`src/rtl/heap_node_if.sv`:
```
// Handshake and store/child bus of one heap sort node.
// slave = the node controller, master = upper node / stores / lower node.
interface heap_node_if #(
    parameter int DATA_WIDTH = 32,
    parameter int ADDR_WIDTH = 5
);
    logic                  req_valid;
    logic                  req_ready;
    logic [DATA_WIDTH-1:0] req_data;
    logic [ADDR_WIDTH-1:0] req_addr;
    logic                  req_branch;
    logic                  busy;
    logic [DATA_WIDTH-1:0] st_din;
    logic [ADDR_WIDTH-1:0] st_addr;
    logic                  st_branch;
    logic                  st_we;
    logic [ADDR_WIDTH-1:0] ch_addr;
    logic [DATA_WIDTH-1:0] ch_l_dout;
    logic [DATA_WIDTH-1:0] ch_r_dout;
    logic                  dn_valid;
    logic                  dn_ready;
    logic [DATA_WIDTH-1:0] dn_data;
    logic [ADDR_WIDTH-1:0] dn_addr;
    logic                  dn_branch;
    logic                  dn_busy;

    modport master (
        output req_valid, req_data, req_addr, req_branch,
        output ch_l_dout, ch_r_dout, dn_ready, dn_busy,
        input  req_ready, busy, st_din, st_addr, st_branch, st_we,
        input  ch_addr, dn_valid, dn_data, dn_addr, dn_branch
    );

    modport slave (
        input  req_valid, req_data, req_addr, req_branch,
        input  ch_l_dout, ch_r_dout, dn_ready, dn_busy,
        output req_ready, busy, st_din, st_addr, st_branch, st_we,
        output ch_addr, dn_valid, dn_data, dn_addr, dn_branch
    );
endinterface

```
`src/rtl/heap_node_ctrl.sv`:
```
// Sift-down controller for one level of the pipelined max-heap sorter:
// reads both children, writes the winner locally, forwards the loser downward.
module heap_node_ctrl #(
    parameter int DATA_WIDTH = 32,
    parameter int ADDR_WIDTH = 5,
    parameter int LEVEL      = 1,
    parameter bit LAST       = 1'b0
) (
    input logic       clk,
    input logic       rst,
    heap_node_if.slave bus
);
    typedef enum logic [1:0] {IDLE, READ, CMP, SEND} state_t;

    state_t state;

    logic [DATA_WIDTH-1:0] v_p0;
    logic [ADDR_WIDTH-1:0] a_p0;
    logic                  b_p0;
    logic [ADDR_WIDTH-1:0] ch_addr_p0;
    logic [DATA_WIDTH-1:0] dn_data_p1;
    logic [ADDR_WIDTH-1:0] dn_addr_p1;
    logic                  dn_branch_p1;

    logic [DATA_WIDTH-1:0] l_data;
    logic [DATA_WIDTH-1:0] r_data;
    logic [DATA_WIDTH:0]   pick;
    logic [DATA_WIDTH-1:0] c_data;
    logic                  c_side;
    logic                  swap;
    logic                  accept;
    logic                  vld_p0;
    logic                  vld_p1;
    logic                  vld_p2;

    // Larger child wins, ties go left; MSB of the result is the side.
    function automatic logic [DATA_WIDTH:0] pick_child(input logic [DATA_WIDTH-1:0] l,
                                                       input logic [DATA_WIDTH-1:0] r);
        if (l >= r) return {1'b0, l};
        return {1'b1, r};
    endfunction

    // A bottom-level node has no child store; a negative LEVEL is treated the same.
    if (LAST || LEVEL < 0) begin : g_leaf
        assign l_data = '0;
        assign r_data = '0;
    end else begin : g_inner
        assign l_data = bus.ch_l_dout;
        assign r_data = bus.ch_r_dout;
    end

    assign pick   = pick_child(l_data, r_data);
    assign c_data = pick[DATA_WIDTH-1:0];
    assign c_side = pick[DATA_WIDTH];
    assign swap   = !LAST && (c_data > v_p0);

    assign accept = (state == IDLE) && bus.req_valid && !bus.dn_busy;
    assign vld_p0 = (state == READ) || (state == CMP);
    assign vld_p1 = (state == CMP);
    assign vld_p2 = (state == SEND);

    always_ff @(posedge clk) begin
        if (rst) begin
            state <= IDLE;
        end else begin
            case (state)
                IDLE:    if (accept) state <= READ;
                READ:    state <= CMP;
                CMP:     state <= swap ? SEND : IDLE;
                SEND:    if (bus.dn_ready) state <= IDLE;
                default: state <= IDLE;
            endcase
        end
    end

    // Stage p0: token latched on accept; child address issued during READ/CMP
    always_ff @(posedge clk) begin
        if (accept) begin
            v_p0       <= bus.req_data;
            a_p0       <= bus.req_addr;
            b_p0       <= bus.req_branch;
            ch_addr_p0 <= {bus.req_addr[ADDR_WIDTH-2:0], bus.req_branch};
        end
    end

    // Stage p1 -> p2: displaced value captured for the lower node on a swap
    always_ff @(posedge clk) begin
        if (vld_p1 && swap) begin
            dn_data_p1   <= v_p0;
            dn_addr_p1   <= ch_addr_p0;
            dn_branch_p1 <= c_side;
        end
    end

    assign bus.req_ready = (state == IDLE) && !bus.dn_busy;
    assign bus.busy      = (state != IDLE);
    assign bus.ch_addr   = vld_p0 ? ch_addr_p0 : '0;

    assign bus.st_we     = vld_p1;
    assign bus.st_din    = vld_p1 ? (swap ? c_data : v_p0) : '0;
    assign bus.st_addr   = vld_p1 ? a_p0 : '0;
    assign bus.st_branch = vld_p1 && b_p0;

    assign bus.dn_valid  = vld_p2;
    assign bus.dn_data   = vld_p2 ? dn_data_p1 : '0;
    assign bus.dn_addr   = vld_p2 ? dn_addr_p1 : '0;
    assign bus.dn_branch = vld_p2 && dn_branch_p1;
endmodule

```
`src/flat_wrapper.sv`:
```
// flat-port wrapper written by rule: the top's interface ports become plain ports
module heap_node_ctrl_flat 
#(
    parameter int DATA_WIDTH = 32,
    parameter int ADDR_WIDTH = 5,
    parameter int LEVEL      = 1,
    parameter bit LAST       = 1'b0
)
  (clk, rst, bus_req_valid, bus_req_data, bus_req_addr, bus_req_branch, bus_ch_l_dout, bus_ch_r_dout, bus_dn_ready, bus_dn_busy, bus_req_ready, bus_busy, bus_st_din, bus_st_addr, bus_st_branch, bus_st_we, bus_ch_addr, bus_dn_valid, bus_dn_data, bus_dn_addr, bus_dn_branch);
  heap_node_if #(.DATA_WIDTH(DATA_WIDTH), .ADDR_WIDTH(ADDR_WIDTH)) bus_i ();
  input logic clk;
  input logic rst;
  input wire logic [$bits(bus_i.req_valid)-1:0] bus_req_valid;
  input wire logic [$bits(bus_i.req_data)-1:0] bus_req_data;
  input wire logic [$bits(bus_i.req_addr)-1:0] bus_req_addr;
  input wire logic [$bits(bus_i.req_branch)-1:0] bus_req_branch;
  input wire logic [$bits(bus_i.ch_l_dout)-1:0] bus_ch_l_dout;
  input wire logic [$bits(bus_i.ch_r_dout)-1:0] bus_ch_r_dout;
  input wire logic [$bits(bus_i.dn_ready)-1:0] bus_dn_ready;
  input wire logic [$bits(bus_i.dn_busy)-1:0] bus_dn_busy;
  output wire logic [$bits(bus_i.req_ready)-1:0] bus_req_ready;
  output wire logic [$bits(bus_i.busy)-1:0] bus_busy;
  output wire logic [$bits(bus_i.st_din)-1:0] bus_st_din;
  output wire logic [$bits(bus_i.st_addr)-1:0] bus_st_addr;
  output wire logic [$bits(bus_i.st_branch)-1:0] bus_st_branch;
  output wire logic [$bits(bus_i.st_we)-1:0] bus_st_we;
  output wire logic [$bits(bus_i.ch_addr)-1:0] bus_ch_addr;
  output wire logic [$bits(bus_i.dn_valid)-1:0] bus_dn_valid;
  output wire logic [$bits(bus_i.dn_data)-1:0] bus_dn_data;
  output wire logic [$bits(bus_i.dn_addr)-1:0] bus_dn_addr;
  output wire logic [$bits(bus_i.dn_branch)-1:0] bus_dn_branch;
  assign bus_i.req_valid = bus_req_valid;
  assign bus_i.req_data = bus_req_data;
  assign bus_i.req_addr = bus_req_addr;
  assign bus_i.req_branch = bus_req_branch;
  assign bus_i.ch_l_dout = bus_ch_l_dout;
  assign bus_i.ch_r_dout = bus_ch_r_dout;
  assign bus_i.dn_ready = bus_dn_ready;
  assign bus_i.dn_busy = bus_dn_busy;
  assign bus_req_ready = bus_i.req_ready;
  assign bus_busy = bus_i.busy;
  assign bus_st_din = bus_i.st_din;
  assign bus_st_addr = bus_i.st_addr;
  assign bus_st_branch = bus_i.st_branch;
  assign bus_st_we = bus_i.st_we;
  assign bus_ch_addr = bus_i.ch_addr;
  assign bus_dn_valid = bus_i.dn_valid;
  assign bus_dn_data = bus_i.dn_data;
  assign bus_dn_addr = bus_i.dn_addr;
  assign bus_dn_branch = bus_i.dn_branch;
  heap_node_ctrl #(.DATA_WIDTH(DATA_WIDTH), .ADDR_WIDTH(ADDR_WIDTH), .LEVEL(LEVEL), .LAST(LAST)) u_core (.clk(clk), .rst(rst), .bus(bus_i));
endmodule
```
`config.mk`:
```
export PLATFORM = sky130hd
export DESIGN_NAME = heap_node_ctrl_flat
export DESIGN_NICKNAME = d
export VERILOG_FILES = /design/src/rtl/heap_node_if.sv /design/src/rtl/heap_node_ctrl.sv /design/src/flat_wrapper.sv
export SDC_FILE = /design/constraint.sdc
export NUM_CORES = 1
export LEC_CHECK = 0
export BUFFER_PORTS_ARGS = -buffer_cell sky130_fd_sc_hd__clkbuf_2
export CORE_ASPECT_RATIO = 1.5
export CORE_MARGIN = 2
export CORE_UTILIZATION = 55
export DETAILED_ROUTE_END_ITERATION = 7
export PLACE_DENSITY = 0.95
export SKIP_CTS_REPAIR_TIMING = 1
export SLEW_MARGIN = 20
export SYNTH_ARGS = -nofsm -noshare
export SYNTH_HDL_FRONTEND = slang
export SYNTH_SLANG_ARGS = --single-unit
```
`constraint.sdc`:
```
create_clock -name clk -period 8.6 [get_ports clk]
set_input_delay 0 -clock clk [delete_from_list [all_inputs] [get_ports clk]]
set_output_delay 0 -clock clk [all_outputs]
set_load 0.02 [all_outputs]
```
After elaboration in Yosys (flattened, before gate mapping)
Index checks and enable logic that the tools add are counted. W data, S select, Z words.

Word-level logic and storage cells: 39. Register bits after elaboration: 83.

$lt $le $gt $ge: 2. Reduce and logical (&&, ||, !) cells: 11. Muxes and demuxes: 13. Equal/unequal tests: 5.

Operator list (count): $mux W32 (4); $mux W33 (1); $ge A32 B32 Y1 (1); $gt A32 B32 Y1 (1); $mux W5 (3); $pmux W2 S4 (1); $logic_and A1 B1 Y1 (6); $mux W2 (3); $eq A2 B2 Y1 const B (2); $eq A2 B1 Y1 const B (1); $logic_not A2 Y1 (1); $ne A2 B1 Y1 const B (1); $ne A2 B2 Y1 const B (1); $reduce_and A2 Y1 (1); $reduce_bool A2 Y1 (1); $logic_not A1 Y1 (1); $logic_or A1 B1 Y1 (1); $mux W1 (1).

Depth between registers and ports, before layout
Gate-level depths: netlist (run 1).

Depth in word-level cells: 6. Mapped depth: 18. Mapped depth without buffers: 15.

Worst setup path after synthesis (run 1)
Ideal clock, no wire load.

Kind: input-to-reg. From: input port bus_ch_r_dout[25]. To: register u_core.dn_addr_p1[0], enable pin. Slack: 4.301 ns. Cell stages on the path: 16. Setup time: 0.392 ns. Arrival: 3.906 ns. Path buffers: 1. Path through: inv_1 > ha_1 > a21o_1 > a221o_1 > a221oi_2 > o21ai_1 > clkbuf_1 > o21ai_0 > nand2_1 > ha_1 > nor2b_1 > o211ai_1 > a2111o_1 > a311oi_2 > o21ai_0 > inv_1.

Word-level cells in the longest chain between the ends: 5.

Ends and longest elaborated chain: from (decl) (RTL line flat_wrapper.sv:18) `input wire logic [$bits(bus_i.ch_r_dout)-1:0] bus_ch_r_dout;`; $ge A32 B32 Y1 (RTL line heap_node_ctrl.sv:39) `if (l >= r) return {1'b0, l};`; $mux W1 (RTL line heap_node_ctrl.sv:39); $mux W32 * (RTL line heap_node_ctrl.sv:40) `return {1'b1, r};`; $gt A32 B32 Y1 * (RTL line heap_node_ctrl.sv:55) `assign swap = !LAST && (c_data > v_p0);`; $logic_and A1 B1 Y1 * (RTL line heap_node_ctrl.sv:88) `if (vld_p1 && swap) begin`; to (signal assigned) (RTL line heap_node_ctrl.sv:90) `dn_addr_p1 <= ch_addr_p0;`; to (decl) (RTL line heap_node_ctrl.sv:22) `logic [ADDR_WIDTH-1:0] dn_addr_p1;`.

Every way passes the cells marked *; elsewhere a longest branch is shown, timed or not. A chain may end at the register's enable or synchronous reset.

Final worst setup path (run 1)
From: input port bus_ch_l_dout[0]. To: output port bus_st_din[2].

Word-level cells in the longest chain between the ends: 6. Elaborated cells on any way between the ends: 7. Classes of those cells: 2 x order compare; 5 x mux.

Ends and longest elaborated chain: from (decl) (RTL line flat_wrapper.sv:17) `input wire logic [$bits(bus_i.ch_l_dout)-1:0] bus_ch_l_dout;`; $ge A32 B32 Y1 (RTL line heap_node_ctrl.sv:39); $mux W1 (RTL line heap_node_ctrl.sv:39); $mux W32 * (RTL line heap_node_ctrl.sv:40); $gt A32 B32 Y1 (RTL line heap_node_ctrl.sv:55); $mux W32 * (2 in series) (RTL line heap_node_ctrl.sv:100) `assign bus.st_din = vld_p1 ? (swap ? c_data : v_p0) : '0;`; to (decl) (RTL line flat_wrapper.sv:23) `output wire logic [$bits(bus_i.st_din)-1:0] bus_st_din;`.

Every way passes the cells marked *; elsewhere a longest branch is shown, timed or not. The select of a mux whose other input is x is not followed.

==> run_summary.xml, run 1 <==
<?xml version="1.0" encoding="UTF-8"?>
<metrics>
  <group name="floorplanning">
    <metric name="ioPinCount" unit="">192</metric>
    <metric name="die_width" unit="um">85.31</metric>
    <metric name="die_area" unit="sq mm">0.01075</metric>
    <metric name="floorplan.initialDensity" unit="">0.5629</metric>
    <metric name="die-height" unit="um">126.0</metric>
    <metric name="fp.coreArea" unit="sq mm">0.009689</metric>
    <metric name="rows" unit="">44</metric>
  </group>
  <group name="setup_path">
    <metric name="cp.required" unit="ns">8.60</metric>
    <metric name="end_of_the_worst_register_to_register_path" unit="">u_core.dn_data_p1[18]</metric>
    <metric name="timing.critical_path.slowest_cell_delay" unit="ns">0.97</metric>
    <metric name="r2r-start" unit="">u_core.v_p0[1]</metric>
    <metric name="timing.critical_path.from_type" unit="">input port</metric>
    <metric name="worstSetupEndpointType" unit="">output pin</metric>
    <metric name="timing.critical_path.cells" unit="">clkbuf_2, inv_1, ha_1, nand2b_1, a2111oi_0, nor4b_1, o31ai_4, buf_4, nand3_1, nand2_1, ha_1, nand4_1, nor3_1, nand2_1, a311oi_4, buf_4, or2_2, a31oi_1, clkbuf_2</metric>
    <metric name="r2r_slack" unit="ns">4.71</metric>
    <metric name="timing.setup.critical_path_class" unit="">in -&gt; out</metric>
    <metric name="reg2reg_depth" unit="">9</metric>
    <metric name="timing.critical_path.slowest_stage_cell" unit="">sky130_fd_sc_hd__a2111oi_0</metric>
    <metric name="critPathArrivalTime" unit="ns">6.14</metric>
    <metric name="highest_net_fanout_along_the_worst_path" unit="">32</metric>
  </group>
  <group name="clock_tree">
    <metric name="clock_path_buffers" unit="">2</metric>
    <metric name="cts_root_buf" unit="">sky130_fd_sc_hd__clkbuf_16</metric>
    <metric name="cts.htree.levels" unit="">3</metric>
    <metric name="clk-insertion-delay-late" unit="ns">0.34</metric>
    <metric name="cts.clk_slew.worst_paths" unit="ns">0.05</metric>
    <metric name="cts_buffers" unit="">9</metric>
    <metric name="cts_tree" unit="">done</metric>
    <metric name="clock_sinks" unit="">78</metric>
  </group>
  <group name="global_routing">
    <metric name="grt_pass1_wl" unit="um">25040</metric>
    <metric name="first_global_vias" unit="">5415</metric>
    <metric name="grt.total_usage" unit="">0.2993</metric>
    <metric name="antenna_violations_before_repair" unit="">0</metric>
    <metric name="globalRouteOverflowTotal" unit="">0</metric>
    <metric name="grt_start_max_net_pins" unit="">41</metric>
  </group>
  <group name="synthesis">
    <metric name="ys_ff_latch" unit="">78</metric>
    <metric name="synth-compound-area-share" unit="">0.1755</metric>
    <metric name="postSynth.asyncResetShare" unit="">0</metric>
    <metric name="yosys_warnings" unit="">0</metric>
    <metric name="yosys.cell_types.count" unit="">41</metric>
    <metric name="ys_dominant_reg_cell" unit="">sky130_fd_sc_hd__edfxtp_1</metric>
    <metric name="cells_after_synthesis" unit="">564</metric>
    <metric name="synth_nets" unit="">739</metric>
    <metric name="synth-edff-count" unit="">76</metric>
    <metric name="synth-adder-area-share" unit="">0.1560</metric>
    <metric name="mappedNetlistArea" unit="sq mm">0.005454</metric>
    <metric name="largest_family_of_logic_cells_by_synthesized_area" unit="">compound AO/OA/AOI/OAI gates</metric>
    <metric name="synthMuxAreaShare" unit="">0</metric>
    <metric name="seq_area_frac_synth" unit="">0.4258</metric>
    <metric name="synthXorXnorAreaFrac" unit="">0</metric>
    <metric name="postSynthAreaPerCell" unit="sq um">9.670</metric>
    <metric name="synth_simple_gate_area_share" unit="">0.1679</metric>
  </group>
  <group name="layout">
    <metric name="final_design_area_no_fill" unit="sq mm">0.007143</metric>
    <metric name="final_nets" unit="">955</metric>
    <metric name="sequential_cell_area" unit="sq mm">0.002322</metric>
    <metric name="drive_above_1_share" unit="">0.2815</metric>
    <metric name="insertedDiodeCount" unit="">0</metric>
    <metric name="combined_area_of_the_multi_input_logic_cells" unit="sq mm">0.002766</metric>
    <metric name="utilization" unit="">0.7372</metric>
    <metric name="final_cells" unit="">900</metric>
    <metric name="fillCellCount" unit="">654</metric>
    <metric name="layout-area-overhead-vs-synth" unit="%">30.97</metric>
  </group>
  <group name="placed_design">
    <metric name="dp_hpwl" unit="um">12300</metric>
    <metric name="place_congestion" unit="">0.9289</metric>
    <metric name="place_worst_setup_slack" unit="ns">2.299</metric>
    <metric name="port_buffers" unit="">191</metric>
    <metric name="numPlacedInstances" unit="">845</metric>
    <metric name="postPlaceCellArea" unit="sq mm">0.006474</metric>
  </group>
  <group name="timing">
    <metric name="layout_setup_ws" unit="ns">2.461</metric>
    <metric name="maxSlewViolCount" unit="">0</metric>
    <metric name="rsz0062_at_grt" unit="">false</metric>
    <metric name="relSlewSlack" unit="">0.2549</metric>
    <metric name="final_hold_viol_count" unit="">0</metric>
    <metric name="final_period_minus_worst_setup_slack" unit="ns">6.139</metric>
    <metric name="setup_viol" unit="">0</metric>
    <metric name="timing.setup.tns" unit="ns">0</metric>
    <metric name="layout_worst_path_cycle_share" unit="">0.7139</metric>
    <metric name="maxClockFrequency" unit="GHz">0.1629</metric>
    <metric name="finClkSkew" unit="ns">0.007243</metric>
    <metric name="finalHoldWorstSlack" unit="ns">0.1623</metric>
    <metric name="timing_worst_slew_pin_value" unit="ns">1.090</metric>
  </group>
  <group name="worst_hold_path">
    <metric name="hp-start" unit="">bus_req_valid</metric>
    <metric name="whs_endpoint" unit="">u_core.state[0]</metric>
    <metric name="timing.hold.worst_path_depth" unit="">5</metric>
    <metric name="hold_path.class" unit="">in -&gt; reg</metric>
  </group>
  <group name="power_and_ir_drop">
    <metric name="power.ir.vdd_worst" unit="V">0.0001476</metric>
    <metric name="report.power.total" unit="mW">1.359</metric>
    <metric name="comb_power_share" unit="">0.381</metric>
    <metric name="p_int" unit="uW">843.0</metric>
    <metric name="cellPowerDensity" unit="mW/mm^2">190.2</metric>
    <metric name="power.leakage" unit="nW">3.473</metric>
    <metric name="total_switching_power" unit="uW">515.9</metric>
    <metric name="power_frac_clock" unit="">0.252</metric>
    <metric name="power.share.switching" unit="">0.3796</metric>
    <metric name="seq_power_share" unit="">0.367</metric>
  </group>
  <group name="routing">
    <metric name="route.antenna.remaining_nets" unit="">0</metric>
    <metric name="routed_wl" unit="um">17380</metric>
    <metric name="detail_route.first_pass.iterations" unit="">7</metric>
    <metric name="detail_route.drc_violations" unit="">0</metric>
    <metric name="first_iter_violations" unit="">426</metric>
    <metric name="route.vias.total" unit="">5590</metric>
    <metric name="detail_route.vias_per_cell" unit="">6.211</metric>
    <metric name="post_drt_wl_per_cell" unit="um">19.32</metric>
  </group>
  <group name="job">
    <metric name="maxCapViolCount" unit="">0</metric>
  </group>
  <group name="status">
    <metric name="outcome" unit="">finished, final reports clean</metric>
  </group>
</metrics>
-- logic make-up after synthesis --
kind of cell | count (synthesis)
AND/OR/NAND/NOR | 171
AO/OA/AOI/OAI | 148
buffers and inverters | 99
flip-flops | 78
adder cells (fa/ha/maj) | 68
-- cells in the final DEF (no fill, tap or decap), types with 2 or more instances in the layout --
| master | n |
|---|---|
| sky130_fd_sc_hd__nand2b_1 | 2 |
| sky130_fd_sc_hd__a311oi_1 | 2 |
| sky130_fd_sc_hd__buf_4 | 5 |
| sky130_fd_sc_hd__clkinv_1 | 2 |
| sky130_fd_sc_hd__clkbuf_16 | 9 |
| sky130_fd_sc_hd__dfxtp_1 | 2 |
| sky130_fd_sc_hd__and4_1 | 6 |
| sky130_fd_sc_hd__a221o_1 | 2 |
| sky130_fd_sc_hd__clkbuf_2 | 191 |
| sky130_fd_sc_hd__a21oi_1 | 23 |
| sky130_fd_sc_hd__inv_1 | 68 |
| sky130_fd_sc_hd__nor2b_1 | 2 |
| sky130_fd_sc_hd__ha_1 | 67 |
| sky130_fd_sc_hd__clkinvlp_4 | 4 |
| sky130_fd_sc_hd__nand3_1 | 38 |
| sky130_fd_sc_hd__nand4_1 | 10 |
| sky130_fd_sc_hd__nand2_1 | 48 |
| sky130_fd_sc_hd__o21ai_1 | 4 |
| sky130_fd_sc_hd__a221oi_1 | 4 |
| sky130_fd_sc_hd__nor2_1 | 6 |
| sky130_fd_sc_hd__a31oi_1 | 32 |
| sky130_fd_sc_hd__dlygate4sd3_1 | 39 |
| sky130_fd_sc_hd__o31ai_1 | 32 |
| sky130_fd_sc_hd__edfxtp_1 | 76 |
| sky130_fd_sc_hd__o21ai_0 | 36 |
| sky130_fd_sc_hd__nor4_2 | 2 |
| sky130_fd_sc_hd__and2_1 | 52 |
-- sequential cells by signal, indices dropped and copies added (netlist names) --
register and flops:
u_core.dn_branch_p1 1, u_core.dn_data_p1 32, u_core.a_p0 2, u_core.state 2, u_core.v_p0 32, u_core.ch_addr_p0 4
u_core.dn_addr_p1 5
-- cell type report --
type	instances	area share
tap	115	0.02014
clock buffer	10	0.03205
multi-input combinational	387	0.3873
sequential	78	0.3251
timing repair buffer	235	0.1937
inverter	69	0.03626
clock inverter	6	0.005430
-- metal layers --
layer / share of wire / vias to the layer above / global-route usage
met5: 0 / - / 0
met3: 0.081 / 112 / 0.06160
met1: 0.33 / 2558 / 0.2976
met2: 0.53 / 413 / 0.5313
li1: - / 2507 / -
met4: 0.067 / 0 / 0.2288
-- synthesized netlist by cell type (all sizes together), types with 2 or more instances --
library cell  instances  area share
a21oi                23       0.021
a221o                 2      0.0037
a221oi                5      0.0092
a311oi                3      0.0060
a31oi                32       0.037
and2                 53       0.061
and4                  6      0.0096
buf                  12       0.014
clkbuf               18       0.013
dfxtp                 2      0.0073
edfxtp               76        0.42
ha                   68        0.16
inv                  69       0.047
nand2                48       0.033
nand2b                2      0.0023
nand3                38       0.035
nand4                10       0.011
nor2                  6      0.0041
nor2b                 2      0.0023
nor4                  2      0.0046
o21a                  2      0.0028
o21ai                41       0.038
o31ai                33       0.046
-- critical path: cells and delay by family --
| kind | cells | cell delay [ns] |
|---|---|---|
| AO/OA/AOI/OAI | 4 | 2.69 |
| adder cells (fa/ha/maj) | 2 | 0.44 |
| buffers and inverters | 5 | 1.08 |
| AND/OR/NAND/NOR | 8 | 1.90 |
-- power groups by stage --
| stage | logic [mW] | clock network (mW) | registers [mW] |
|---|---|---|---|
| after global routing | 0.557 | 0.361 | 0.501 |
| after detailed placement | 0.489 | 0 | 0.503 |
| after global placement | 0.466 | 0 | 0.501 |
| after CTS | 0.493 | 0.345 | 0.496 |
| after floorplan | 0.331 | 0 | 0.494 |
| final | 0.518 | 0.342 | 0.499 |
-- worst max path at each step --
stage                                end  cells past startpoint              start
floorplan           u_core.dn_addr_p1[0]                     16  bus_ch_r_dout[25]
global placement           bus_st_din[0]                     19   bus_ch_l_dout[0]
detailed placement         bus_st_din[0]                     19   bus_ch_l_dout[0]
CTS                        bus_st_din[4]                     19   bus_ch_l_dout[0]
global route               bus_st_din[0]                     19   bus_ch_l_dout[0]
finish                     bus_st_din[2]                     19   bus_ch_l_dout[0]
Power figures use the tool's default switching activity.
==> inputs of run 2 (changes only) <==
- CORE_UTILIZATION: 55 -> 51
- PLACE_DENSITY: 0.95 -> 0.89
- clock period: 8.6 -> 5.65 ns (I/O delays scaled with it)
==> run 2 against run 1 <==
Sequential power up 51%. Flip-flop and latch count unchanged. Count of clock-buffer cells in the layout down 1. Combinational power up 50%. Power up 58%. Clock power up 78%. Critical path type unchanged. Largest cell class unchanged.
==> run_summary.xml, run 2 (synthesized netlist as in run 1, its figures left out) <==
<?xml version="1.0" encoding="UTF-8"?>
<metrics>
  <group name="power_and_ir_drop">
    <metric name="comb_power_share" unit="">0.362</metric>
    <metric name="total_switching_power" unit="uW">763.9</metric>
    <metric name="seq_power_share" unit="">0.353</metric>
    <metric name="power_frac_clock" unit="">0.285</metric>
    <metric name="power.ir.vdd_worst" unit="V">0.0001993</metric>
    <metric name="cellPowerDensity" unit="mW/mm^2">294.7</metric>
    <metric name="power.leakage" unit="nW">3.536</metric>
    <metric name="p_int" unit="mW">1.378</metric>
    <metric name="power.share.switching" unit="">0.3567</metric>
  </group>
  <group name="layout">
    <metric name="final_nets" unit="">961</metric>
    <metric name="final_common_cell" unit="">sky130_fd_sc_hd__clkbuf_2</metric>
    <metric name="combined_area_of_the_multi_input_logic_cells" unit="sq mm">0.002750</metric>
    <metric name="sequential_cell_area" unit="sq mm">0.002322</metric>
    <metric name="reg_top3" unit="">u_core.dn_data_p1 (32), u_core.v_p0 (32), u_core.dn_addr_p1 (5)</metric>
    <metric name="fillCellCount" unit="">838</metric>
    <metric name="final_cells" unit="">935</metric>
    <metric name="insertedDiodeCount" unit="">0</metric>
    <metric name="utilization" unit="">0.6937</metric>
    <metric name="drive_above_1_share" unit="">0.2857</metric>
    <metric name="most-common-layout-cells" unit="">sky130_fd_sc_hd__clkbuf_2 (191), sky130_fd_sc_hd__edfxtp_1 (76), sky130_fd_sc_hd__inv_1 (68)</metric>
    <metric name="layout-area-overhead-vs-synth" unit="%">33.24</metric>
  </group>
  <group name="setup_path">
    <metric name="timing.critical_path.cells" unit="">clkbuf_2, inv_1, ha_1, and4_1, nand4_1, nor4_2, o31a_2, o21ai_0, nand2_1, ha_1, nand4_1, nor3_1, and3_1, o22ai_2, buf_4, or2_2, a31oi_1, clkbuf_2</metric>
    <metric name="worstSetupEndpointType" unit="">output pin</metric>
    <metric name="timing.critical_path.slowest_cell_delay" unit="ns">0.62</metric>
    <metric name="timing.critical_path.slowest_stage_cell" unit="">sky130_fd_sc_hd__o31a_2</metric>
    <metric name="critPathArrivalTime" unit="ns">4.89</metric>
    <metric name="timing.setup.critical_path_class" unit="">in -&gt; out</metric>
    <metric name="r2r_slack" unit="ns">2.52</metric>
    <metric name="highest_net_fanout_along_the_worst_path" unit="">33</metric>
    <metric name="cp.required" unit="ns">5.65</metric>
    <metric name="reg2reg_depth" unit="">10</metric>
    <metric name="r2r-start" unit="">u_core.v_p0[10]</metric>
    <metric name="end_of_the_worst_register_to_register_path" unit="">u_core.dn_data_p1[20]</metric>
    <metric name="timing.critical_path.from_type" unit="">input port</metric>
  </group>
  <group name="global_routing">
    <metric name="grt.total_usage" unit="">0.2694</metric>
    <metric name="globalRouteOverflowTotal" unit="">0</metric>
    <metric name="grt_pass1_wl" unit="um">23930</metric>
    <metric name="first_global_vias" unit="">5304</metric>
    <metric name="grt_start_max_net_pins" unit="">41</metric>
    <metric name="antenna_violations_before_repair" unit="">0</metric>
  </group>
  <group name="floorplanning">
    <metric name="die-height" unit="um">130.7</metric>
    <metric name="fp.coreArea" unit="sq mm">0.01048</metric>
    <metric name="rows" unit="">46</metric>
    <metric name="die_width" unit="um">88.44</metric>
    <metric name="ioPinCount" unit="">192</metric>
    <metric name="floorplan.initialDensity" unit="">0.5207</metric>
    <metric name="die_area" unit="sq mm">0.01155</metric>
  </group>
  <group name="clock_tree">
    <metric name="cts.clk_slew.worst_paths" unit="ns">0.06</metric>
    <metric name="cts_buffers" unit="">9</metric>
    <metric name="clock_sinks" unit="">78</metric>
    <metric name="clk-insertion-delay-late" unit="ns">0.34</metric>
    <metric name="cts_root_buf" unit="">sky130_fd_sc_hd__clkbuf_16</metric>
    <metric name="clock_path_buffers" unit="">2</metric>
    <metric name="cts_tree" unit="">done</metric>
    <metric name="cts.htree.levels" unit="">3</metric>
  </group>
  <group name="routing">
    <metric name="route.antenna.remaining_nets" unit="">0</metric>
    <metric name="route.vias.total" unit="">5404</metric>
    <metric name="detail_route.wirelength.met1" unit="um">5985</metric>
    <metric name="detail_route.first_pass.iterations" unit="">5</metric>
    <metric name="wl_met3" unit="um">1155</metric>
    <metric name="post_drt_wl_per_cell" unit="um">17.59</metric>
    <metric name="routed_wl" unit="um">16440</metric>
    <metric name="detail_route.drc_violations" unit="">0</metric>
    <metric name="first_iter_violations" unit="">351</metric>
    <metric name="detail_route.vias_per_cell" unit="">5.780</metric>
    <metric name="topRoutingLayerUsed" unit="">met4</metric>
    <metric name="met2RoutedLength" unit="um">8516</metric>
  </group>
  <group name="worst_hold_path">
    <metric name="timing.hold.worst_path_depth" unit="">5</metric>
    <metric name="hp-start" unit="">bus_req_valid</metric>
    <metric name="whs_endpoint" unit="">u_core.state[0]</metric>
    <metric name="hold_path.class" unit="">in -&gt; reg</metric>
  </group>
  <group name="timing">
    <metric name="layout_worst_path_cycle_share" unit="">0.8653</metric>
    <metric name="final_hold_viol_count" unit="">0</metric>
    <metric name="setup_viol" unit="">0</metric>
    <metric name="relSlewSlack" unit="">0.5100</metric>
    <metric name="maxSlewViolCount" unit="">0</metric>
    <metric name="rsz0062_at_grt" unit="">false</metric>
    <metric name="final_period_minus_worst_setup_slack" unit="ns">4.889</metric>
    <metric name="maxClockFrequency" unit="GHz">0.2045</metric>
    <metric name="timing_worst_slew_pin_value" unit="ns">0.7349</metric>
    <metric name="finClkSkew" unit="ns">0.01094</metric>
    <metric name="timing.setup.tns" unit="ns">0</metric>
    <metric name="finalHoldWorstSlack" unit="ns">0.1547</metric>
  </group>
  <group name="placed_design">
    <metric name="place_congestion" unit="">0.8973</metric>
    <metric name="numPlacedInstances" unit="">880</metric>
    <metric name="dp_hpwl" unit="um">12010</metric>
    <metric name="port_buffers" unit="">191</metric>
  </group>
  <group name="job">
    <metric name="maxCapViolCount" unit="">0</metric>
  </group>
  <group name="status">
    <metric name="outcome" unit="">finished, final reports clean</metric>
  </group>
</metrics>
run 2: changes by cell type in the layout (fill, tap and decap cells not counted), sizes merged:
| cell | change |
|---|---|
| buf | +6 |
| clkbuf | -1 |
| clkinvlp | -3 |
| bufinv | +2 |
| clkinv | +2 |
run 2: critical path: cells and delay by family:
kind / cells / cell delay, ns
AND/OR/NAND/NOR: 8 / 2.47
buffers and inverters: 4 / 0.57
AO/OA/AOI/OAI: 4 / 1.31
adder cells (fa/ha/maj): 2 / 0.50
run 2: cell type report:
class                      instances  share of cell area
timing repair buffer             241              0.1983
inverter                          69             0.03564
multi-input combinational        387              0.3784
tap                              144             0.02479
clock buffer                       9             0.03099
sequential                        78              0.3196
clock inverter                     7             0.01222
run 2: layer usage:
layer / global-route usage / vias up
li1: - / 2517
met5: 0 / -
met3: 0.05590 / 75
met1: 0.2984 / 2491
met2: 0.4768 / 321
met4: 0.1435 / 0
run 2: per-stage QoR:
stage,total power [mW],area [sq um],setup WS (ns)
6_report,2.142,7267,0.7609
5_1_grt,2.259,7267,0.4221
4_1_cts,2.122,6874,0.5556
3_5_place_dp,1.513,6560,0.5789
3_3_place_gp,1.491,6560,0.6169
2_1_floorplan,1.255,5454,1.351
run 2: worst max-delay path by stage:
stage,slack (ns),depth (start not counted),start,endpoint
2_1_floorplan,1.35,16,bus_ch_r_dout[25],u_core.dn_addr_p1[0]
3_3_place_gp,0.62,18,bus_ch_r_dout[31],bus_st_din[15]
3_5_place_dp,0.58,18,bus_ch_r_dout[31],bus_st_din[31]
4_1_cts,0.56,18,bus_ch_r_dout[31],bus_st_din[24]
5_1_grt,0.42,18,bus_ch_l_dout[0],bus_st_din[24]
6_report,0.76,18,bus_ch_r_dout[31],bus_st_din[5]
run 2: power by group through the flow:
| stage | registers (mW) | clock network (mW) | logic [mW] |
|---|---|---|---|
| 2_1_floorplan | 0.751 | 0 | 0.504 |
| 6_report | 0.755 | 0.610 | 0.776 |
| 5_1_grt | 0.760 | 0.644 | 0.854 |
| 4_1_cts | 0.754 | 0.616 | 0.753 |
| 3_3_place_gp | 0.762 | 0 | 0.729 |
| 3_5_place_dp | 0.766 | 0 | 0.747 |
